===== config.mk =====
export PLATFORM = sky130hd
export DESIGN_NAME = toggle_edge_monitor
export DESIGN_NICKNAME = d
export VERILOG_FILES = /design/src/rtl/toggle_edge_monitor.sv
export SDC_FILE = /design/constraint.sdc
export NUM_CORES = 1
export LEC_CHECK = 0
export ABC_CLOCK_PERIOD_IN_PS = 1700
export BUFFER_PORTS_ARGS = -buffer_cell sky130_fd_sc_hd__buf_2
export CAP_MARGIN = 10
export CORE_MARGIN = 2
export CORE_UTILIZATION = 27
export DETAILED_ROUTE_END_ITERATION = 8
export MAX_ROUTING_LAYER = met4
export PLACE_DENSITY = 0.55
export SLEW_MARGIN = 10
export SYNTH_ARGS = -nofsm -noshare
export SYNTH_HDL_FRONTEND = slang
export SYNTH_SLANG_ARGS = --single-unit

===== constraint.sdc =====
create_clock -name CLK -period 1.7 [get_ports CLK]
set_input_delay 0.255 -clock CLK [delete_from_list [all_inputs] [get_ports CLK]]
set_output_delay 0.255 -clock CLK [all_outputs]
set_load 0.03 [all_outputs]

===== src/rtl/toggle_edge_monitor.sv =====
// rtl/toggle_edge_monitor.sv - rise/fall pulses, toggle count and rise-to-rise period of a T flip-flop Q
// Optional feature: define TOGGLE_SYNC_EN to add a synchronizer flop ahead of the sample flop.
module toggle_edge_monitor #(
  parameter int WIDTH = 8
) (
  input  logic             CLK,
  input  logic             RST,
  input  logic             Q_IN,
  input  logic             CLR,
  output logic             RISE,
  output logic             FALL,
  output logic [WIDTH-1:0] TOGGLE_CNT,
  output logic [WIDTH-1:0] PERIOD,
  output logic             PERIOD_VALID,
  output logic             SAT,
  output logic             TMO
);

  localparam logic [WIDTH-1:0] ALL_ONES = '1;
  localparam logic [WIDTH-1:0] ONE      = WIDTH'(1);

  typedef enum logic [1:0] {IDLE, MEASURE, TIMEOUT} state_t;

  state_t           state;
  state_t           state_nxt;
  logic             q_in_s;
  logic             src_vld;
  logic             q_r;
  logic             q_p;
  logic             primed;
  logic             rise_d;
  logic             fall_d;
  logic [WIDTH-1:0] cnt;
  logic [WIDTH-1:0] cnt_nxt;
  logic [WIDTH-1:0] period_nxt;
  logic [WIDTH-1:0] toggle_nxt;
  logic             pv_nxt;
  logic             tmo_nxt;
  logic             sat_nxt;

`ifdef TOGGLE_SYNC_EN
  logic sync_ff;
  logic sync_vld;

  // sync_vld keeps the reset value of sync_ff from being taken as a real sample
  always_ff @(posedge CLK or posedge RST) begin
    if (RST) begin
      sync_ff  <= 1'b0;
      sync_vld <= 1'b0;
    end else begin
      sync_ff  <= Q_IN;
      sync_vld <= 1'b1;
    end
  end

  assign q_in_s  = sync_ff;
  assign src_vld = sync_vld;
`else
  assign q_in_s  = Q_IN;
  assign src_vld = 1'b1;
`endif

  // Until primed, q_p is loaded with the same sample as q_r so the first sample never looks like an edge
  always_ff @(posedge CLK or posedge RST) begin
    if (RST) begin
      q_r    <= 1'b0;
      q_p    <= 1'b0;
      primed <= 1'b0;
    end else begin
      q_r <= q_in_s;
      if (CLR) begin
        q_p    <= q_r;
        primed <= 1'b0;
      end else if (!primed) begin
        q_p    <= q_in_s;
        primed <= src_vld;
      end else begin
        q_p <= q_r;
      end
    end
  end

  assign rise_d = primed &  q_r & ~q_p;
  assign fall_d = primed & ~q_r &  q_p;

  always_ff @(posedge CLK or posedge RST) begin
    if (RST) begin
      state <= IDLE;
    end else begin
      state <= state_nxt;
    end
  end

  always_comb begin
    state_nxt = state;
    if (CLR) begin
      state_nxt = IDLE;
    end else begin
      case (state)
        IDLE:    if (rise_d) state_nxt = MEASURE;
        MEASURE: if (!rise_d && cnt == ALL_ONES) state_nxt = TIMEOUT;
        TIMEOUT: if (rise_d) state_nxt = MEASURE;
        default: state_nxt = IDLE;
      endcase
    end
  end

  // A rise arriving as cnt reaches all-ones still reports a period rather than a timeout
  always_comb begin
    cnt_nxt    = cnt;
    period_nxt = PERIOD;
    pv_nxt     = 1'b0;
    tmo_nxt    = TMO;
    if (CLR) begin
      cnt_nxt    = '0;
      period_nxt = '0;
      tmo_nxt    = 1'b0;
    end else begin
      case (state)
        IDLE, TIMEOUT: begin
          if (rise_d) cnt_nxt = ONE;
        end
        MEASURE: begin
          if (rise_d) begin
            period_nxt = cnt;
            pv_nxt     = 1'b1;
            cnt_nxt    = ONE;
          end else if (cnt == ALL_ONES) begin
            tmo_nxt = 1'b1;
          end else begin
            cnt_nxt = cnt + ONE;
          end
        end
        default: cnt_nxt = '0;
      endcase
    end
  end

  always_comb begin
    toggle_nxt = TOGGLE_CNT;
    sat_nxt    = SAT;
    if (CLR) begin
      toggle_nxt = '0;
      sat_nxt    = 1'b0;
    end else if ((rise_d || fall_d) && TOGGLE_CNT != ALL_ONES) begin
      toggle_nxt = TOGGLE_CNT + ONE;
      sat_nxt    = SAT | (TOGGLE_CNT == (ALL_ONES - ONE));
    end
  end

  // Edge pulses are not gated by CLR: an edge seen in the clear cycle still pulses
  always_ff @(posedge CLK or posedge RST) begin
    if (RST) begin
      RISE         <= 1'b0;
      FALL         <= 1'b0;
      TOGGLE_CNT   <= '0;
      PERIOD       <= '0;
      PERIOD_VALID <= 1'b0;
      SAT          <= 1'b0;
      TMO          <= 1'b0;
      cnt          <= '0;
    end else begin
      RISE         <= rise_d;
      FALL         <= fall_d;
      TOGGLE_CNT   <= toggle_nxt;
      PERIOD       <= period_nxt;
      PERIOD_VALID <= pv_nxt;
      SAT          <= sat_nxt;
      TMO          <= tmo_nxt;
      cnt          <= cnt_nxt;
    end
  end

endmodule


Word level (Yosys, flattened, before mapping)
Cells that the tools add are included.

Register bits: 34. Bits of input ports: 4. Word-level logic and storage cells: 70.

Add/subtract/negate cells: 2. Equal/unequal tests: 9. Muxes and demuxes: 26. Bitwise gates (word level): 7. Reduce and logical (&&, ||, !) cells: 14.

Operators with widths (count): $mux W8 (9); $add A8 B1 Y8 const B (2); $eq A8 B8 Y1 const B (2); $pmux W8 S2 (1); $mux W1 (12); $ne A8 B8 Y1 const B (1); $reduce_bool A2 Y1 (4); $mux W2 (3); $reduce_and A2 Y1 (3); $and A1 B1 Y1 (4); $ne A4 B4 Y1 const B (1); $pmux W2 S2 (1); $ne A3 B1 Y1 const B (1); $ne A3 B3 Y1 const B (1); $reduce_and A3 Y1 (1); $eq A2 B1 Y1 const B (1); $eq A2 B2 Y1 const B (1); $logic_and A1 B1 Y1 (2); $logic_not A2 Y1 (1); $ne A2 B2 Y1 const B (1); $not A1 Y1 (2); $reduce_or A2 Y1 (1); $logic_not A1 Y1 (1); $logic_or A1 B1 Y1 (1); $or A1 B1 Y1 (1).

Longest topological paths before layout
Word-level depth: 7. Depth in mapped cells: 6. Gate-level depth less buffers: 5.

Worst setup path after synthesis
Ideal clock, no wire load.

Path kind: register to register. Start: register TOGGLE_CNT[1]. End: register TOGGLE_CNT[5]. Library setup time: 136 ps. Data arrival time: 1562 ps. Data required time: 1564 ps. Setup slack: 2 ps. Stages on the path, launching flop included: 6. Cell sequence: dfrtp_1 ha_1 inv_1 o311ai_2 or4_1 a21oi_1.

Cells in the longest elaborated chain, start to end: 3.

Ends and longest elaborated chain: start, declared (line 12) `output logic [WIDTH-1:0] TOGGLE_CNT,`; start signal, assigned (line 165) `TOGGLE_CNT <= toggle_nxt;`; $add A8 B1 Y8 or $ne A8 B8 Y1 (tied branches) (line 146, 145); $mux W8 or $logic_and A1 B1 Y1 (tied branches) (line 145) `end else if ((rise_d || fall_d) && TOGGLE_CNT != ALL_ONES) begin`; $mux W8 or $reduce_bool A2 Y1 (tied branches).

Parallel ways exist; a longest one is shown, timed or not. The select of a mux whose other input is x is not followed. A chain may end at the register's enable or synchronous reset.

Final worst setup path
Start: register q_p. End: register TOGGLE_CNT[5].

Cells in the longest elaborated chain, start to end: 5.

Ends and longest elaborated chain: start, declared (line 29) `logic q_p;`; start signal, assigned (line 72) `q_p <= q_r;`; start signal, assigned (line 75) `q_p <= q_in_s;`; start signal, assigned (line 78) `q_p <= q_r;`; $not A1 Y1 (line 83) `assign rise_d = primed & q_r & ~q_p;`; $and A1 B1 Y1 (line 83); $logic_or A1 B1 Y1 * (line 145); $logic_and A1 B1 Y1 * (line 145); $reduce_bool A2 Y1 (no line) *.

Mark *: on every way between the ends. The rest lies on a longest branch, timed or not.

==> results_dict.tcl <==
set metrics [dict create \
    initial_core_util_pct 28.1 \
    synthAdderAreaFrac_pct 2.41 \
    powerDensity_mw_per_mm2 809 \
    firstDrtPassIters 4 \
    cts_tree "done" \
    drt_iter0_drc 73 \
    worstPathArrival_ps 1810 \
    yosysTopAreaCellShare_pct 54.6 \
    placedInstanceArea_mm2 0.00186 \
    root_buffer "clkbuf_8" \
    period_needed_ps 1600 \
    num_vias 1267 \
    row_count 27 \
    drive_gt1_share_pct 30.4 \
    fin_tns_setup_ps 0 \
    yosysSeqAreaShare_pct 54.6 \
    max_freq_mhz 627 \
    syn_inst 146 \
    final_cell_mix "dfrtp_1 (33), buf_2 (24), buf_4 (15)" \
    fin_ws_ps 105 \
    synth_cell_types 41 \
    synth_compound_area_share_pct 20.4 \
    slew_violations 0 \
    cts-htree-levels 2 \
    synthesis.area_mm2 0.00156 \
    cap_violations 0 \
    antenna_found_initial 0 \
    finalCritPeriodShare_pct 93.8 \
    cts_buffer_depth 2 \
    crit_fanout 7 \
    numCtsBuffers 5 \
    worstSetupPathType "flop to flop" \
    relSlewSlack_pct 69.7 \
    wirelength_mm 3.40 \
    clk_pin_slew_ps 60 \
    hold_buffers 0 \
    boundaryPins 25 \
    area_delta_synth_final_pct 26.7 \
    ir_drop_mv 0.266 \
    syn_avg_cell_area_um2 10.7 \
    worst_pin_slew_ps 451 \
    required_ps 1910 \
    synth_area_leaders "dfrtp_1 (55%), a22o_1 (5.6%), a21oi_1 (3.5%), nand2_1 (2.9%), nand3_1 (2.6%)" \
    post-place-ws_ps 9.25 \
    track_usage_pct 12.3 \
    final_common_cell "dfrtp_1" \
    grt_pass1_vias 1205 \
    die-area_mm2 0.00639 \
    drtAntennaViolNets 0 \
    diodes 0 \
    setup_viol 0 \
    synth_xor_area_share_pct 2.81 \
    finClkSkew_ps 2.74 \
    cp-end-kind "flop" \
    nets 197 \
    synthMuxAreaShare_pct 0.723 \
    rsz0062_at_grt "false" \
    cts.sinks 34 \
    coreArea_mm2 0.00554 \
    final_area_mm2 0.00197 \
    multi_input_area_um2 677 \
    dpl.hpwl_mm 2.46 \
    hold_viol 0 \
    fin_hold_ws_ps 61.4 \
    die_x_um 80.0 \
    grt_max_degree 35 \
    cp-start-kind "flop" \
    grt.overflow.total 0 \
    status "complete, no violations" \
    ys_warn_count 0 \
    place.gp.congestion 0.817 \
    reg2reg_slack_ps 100 \
    synth_top_family_by_area "compound AO/OA/AOI/OAI gates" \
    fillers 560 \
    syn_nets 153 \
    drc 0 \
    yosys.area.top_type "dfrtp_1" \
    grt_pass1_wl_mm 5.81 \
    port_buffers 24 \
    ys_ff_latch 34 \
    worstSkewPairLatency_ps 280 \
    yosys.area_share.simple_pct 16.5 \
    vias_per_cell 4.82 \
    die_h_um 80.0 \
    wl_per_cell_um 12.9 \
    p_leak_nw 0.958 \
    register_area_um2 852 \
    min_path_type "input pin to asynchronous set/reset pin" \
]
sequential cells by signal, summed over array words and instances (netlist names):
signal,flops
FALL,1
PERIOD,8
PERIOD_VALID,1
RISE,1
SAT,1
TMO,1
TOGGLE_CNT,8
cnt,8
primed,1
q_p,1
q_r,1
state,2
synth_stat cells:
cell type,instances
clkbuf_1,1
o311ai_2,1
xor2_1,3
a311oi_1,1
o31a_1,1
o211ai_1,1
nor3_2,1
nor2_4,1
nor3_1,2
a21oi_1,11
o2111ai_1,1
or4_1,1
nand2_1,12
a32o_1,1
o211a_1,1
nor2_1,8
buf_2,1
or3b_4,1
nor4_1,2
or4b_1,1
inv_2,1
and3_1,1
o21ai_1,1
nor2_2,1
or3_1,3
o31ai_1,2
nand4_1,2
or2_1,1
mux2_2,1
nor2b_1,2
a31oi_1,5
ha_1,3
nand3_1,8
o22a_1,1
xnor2_1,2
inv_1,7
a22o_1,10
nand3b_1,1
o21ai_0,6
dfrtp_1,34
a21o_1,2
worst max-delay path, stage by stage (launching register included):
cell and delay (ps):
dfrtp_1 410, xor2_1 250, o311ai_2 150, buf_4 180
or4_1 390, a21oi_1 150
path summary, 6_finish.rpt:
kind	from	end	cells after the start
min in group CLK	Q_IN	q_r$_DFF_PP0_	1
max	q_p$_DFF_PP0_	TOGGLE_CNT[5]$_DFFE_PP0P_	5
min reg2reg	PERIOD[0]$_DFFE_PP0P_	PERIOD[0]$_DFFE_PP0P_	1
max reg2reg	q_p$_DFF_PP0_	TOGGLE_CNT[5]$_DFFE_PP0P_	5
max in group asynchronous	RST	cnt[0]$_DFFE_PP0P_	3
min	RST	PERIOD[0]$_DFFE_PP0P_	3
report_power, final:
group          switching, mW  internal (mW)  total (mW)  leakage [nW]
clock network          0.271          0.326       0.597        0.0482
registers             0.0150          0.826       0.841         0.463
logic                  0.101         0.0576       0.158         0.446
cell families (layout without fill, tap and decap cells):
group                    Yosys count  count (layout)
AND/OR/NAND/NOR                   48              48
AO/OA/AOI/OAI                     45              45
flip-flops                        34              34
buffers and inverters             10              55
XOR/XNOR                           5               5
adder cells (fa/ha/maj)            3               3
multiplexers                       1               1
what timing repair did:
action / 4_1_cts / 5_1_grt
setup endpoints to repair: 1 / 14
setup buffers: 1 / 0
resized for setup: 0 / 5
pin swaps: 1 / 1
endpoints found under the hold margin: 0 / 0
cloned: 0 / 0
metal layers:
layer | part of all wire [%] | up-vias | track usage [%]
li1 | - | 632 | -
met1 | 50 | 600 | 16.5
met2 | 44 | 27 | 16.5
met3 | 3.5 | 8 | 2.94
met4 | 2.1 | 0 | 7.63
met5 | 0 | - | -
final cells by class:
type	instances	share of cell area, %
timing repair buffer	39	11.8
tap	72	4.57
sequential	34	43.2
clock buffer	7	4.38
clock inverter	1	0.254
multi-input combinational	102	34.3
inverter	8	1.52
stage by stage:
stage | instances | power, mW | util (%)
finish | 263 | 1.60 | 35.6
global route | 263 | 1.67 | 35.6
CTS | 263 | 1.62 | 35.4
detailed placement | 254 | 1.01 | 33.6
global placement | 254 | 1.01 | 33.6
floorplan | 146 | 0.955 | -
Power figures use the tool's default switching activity.
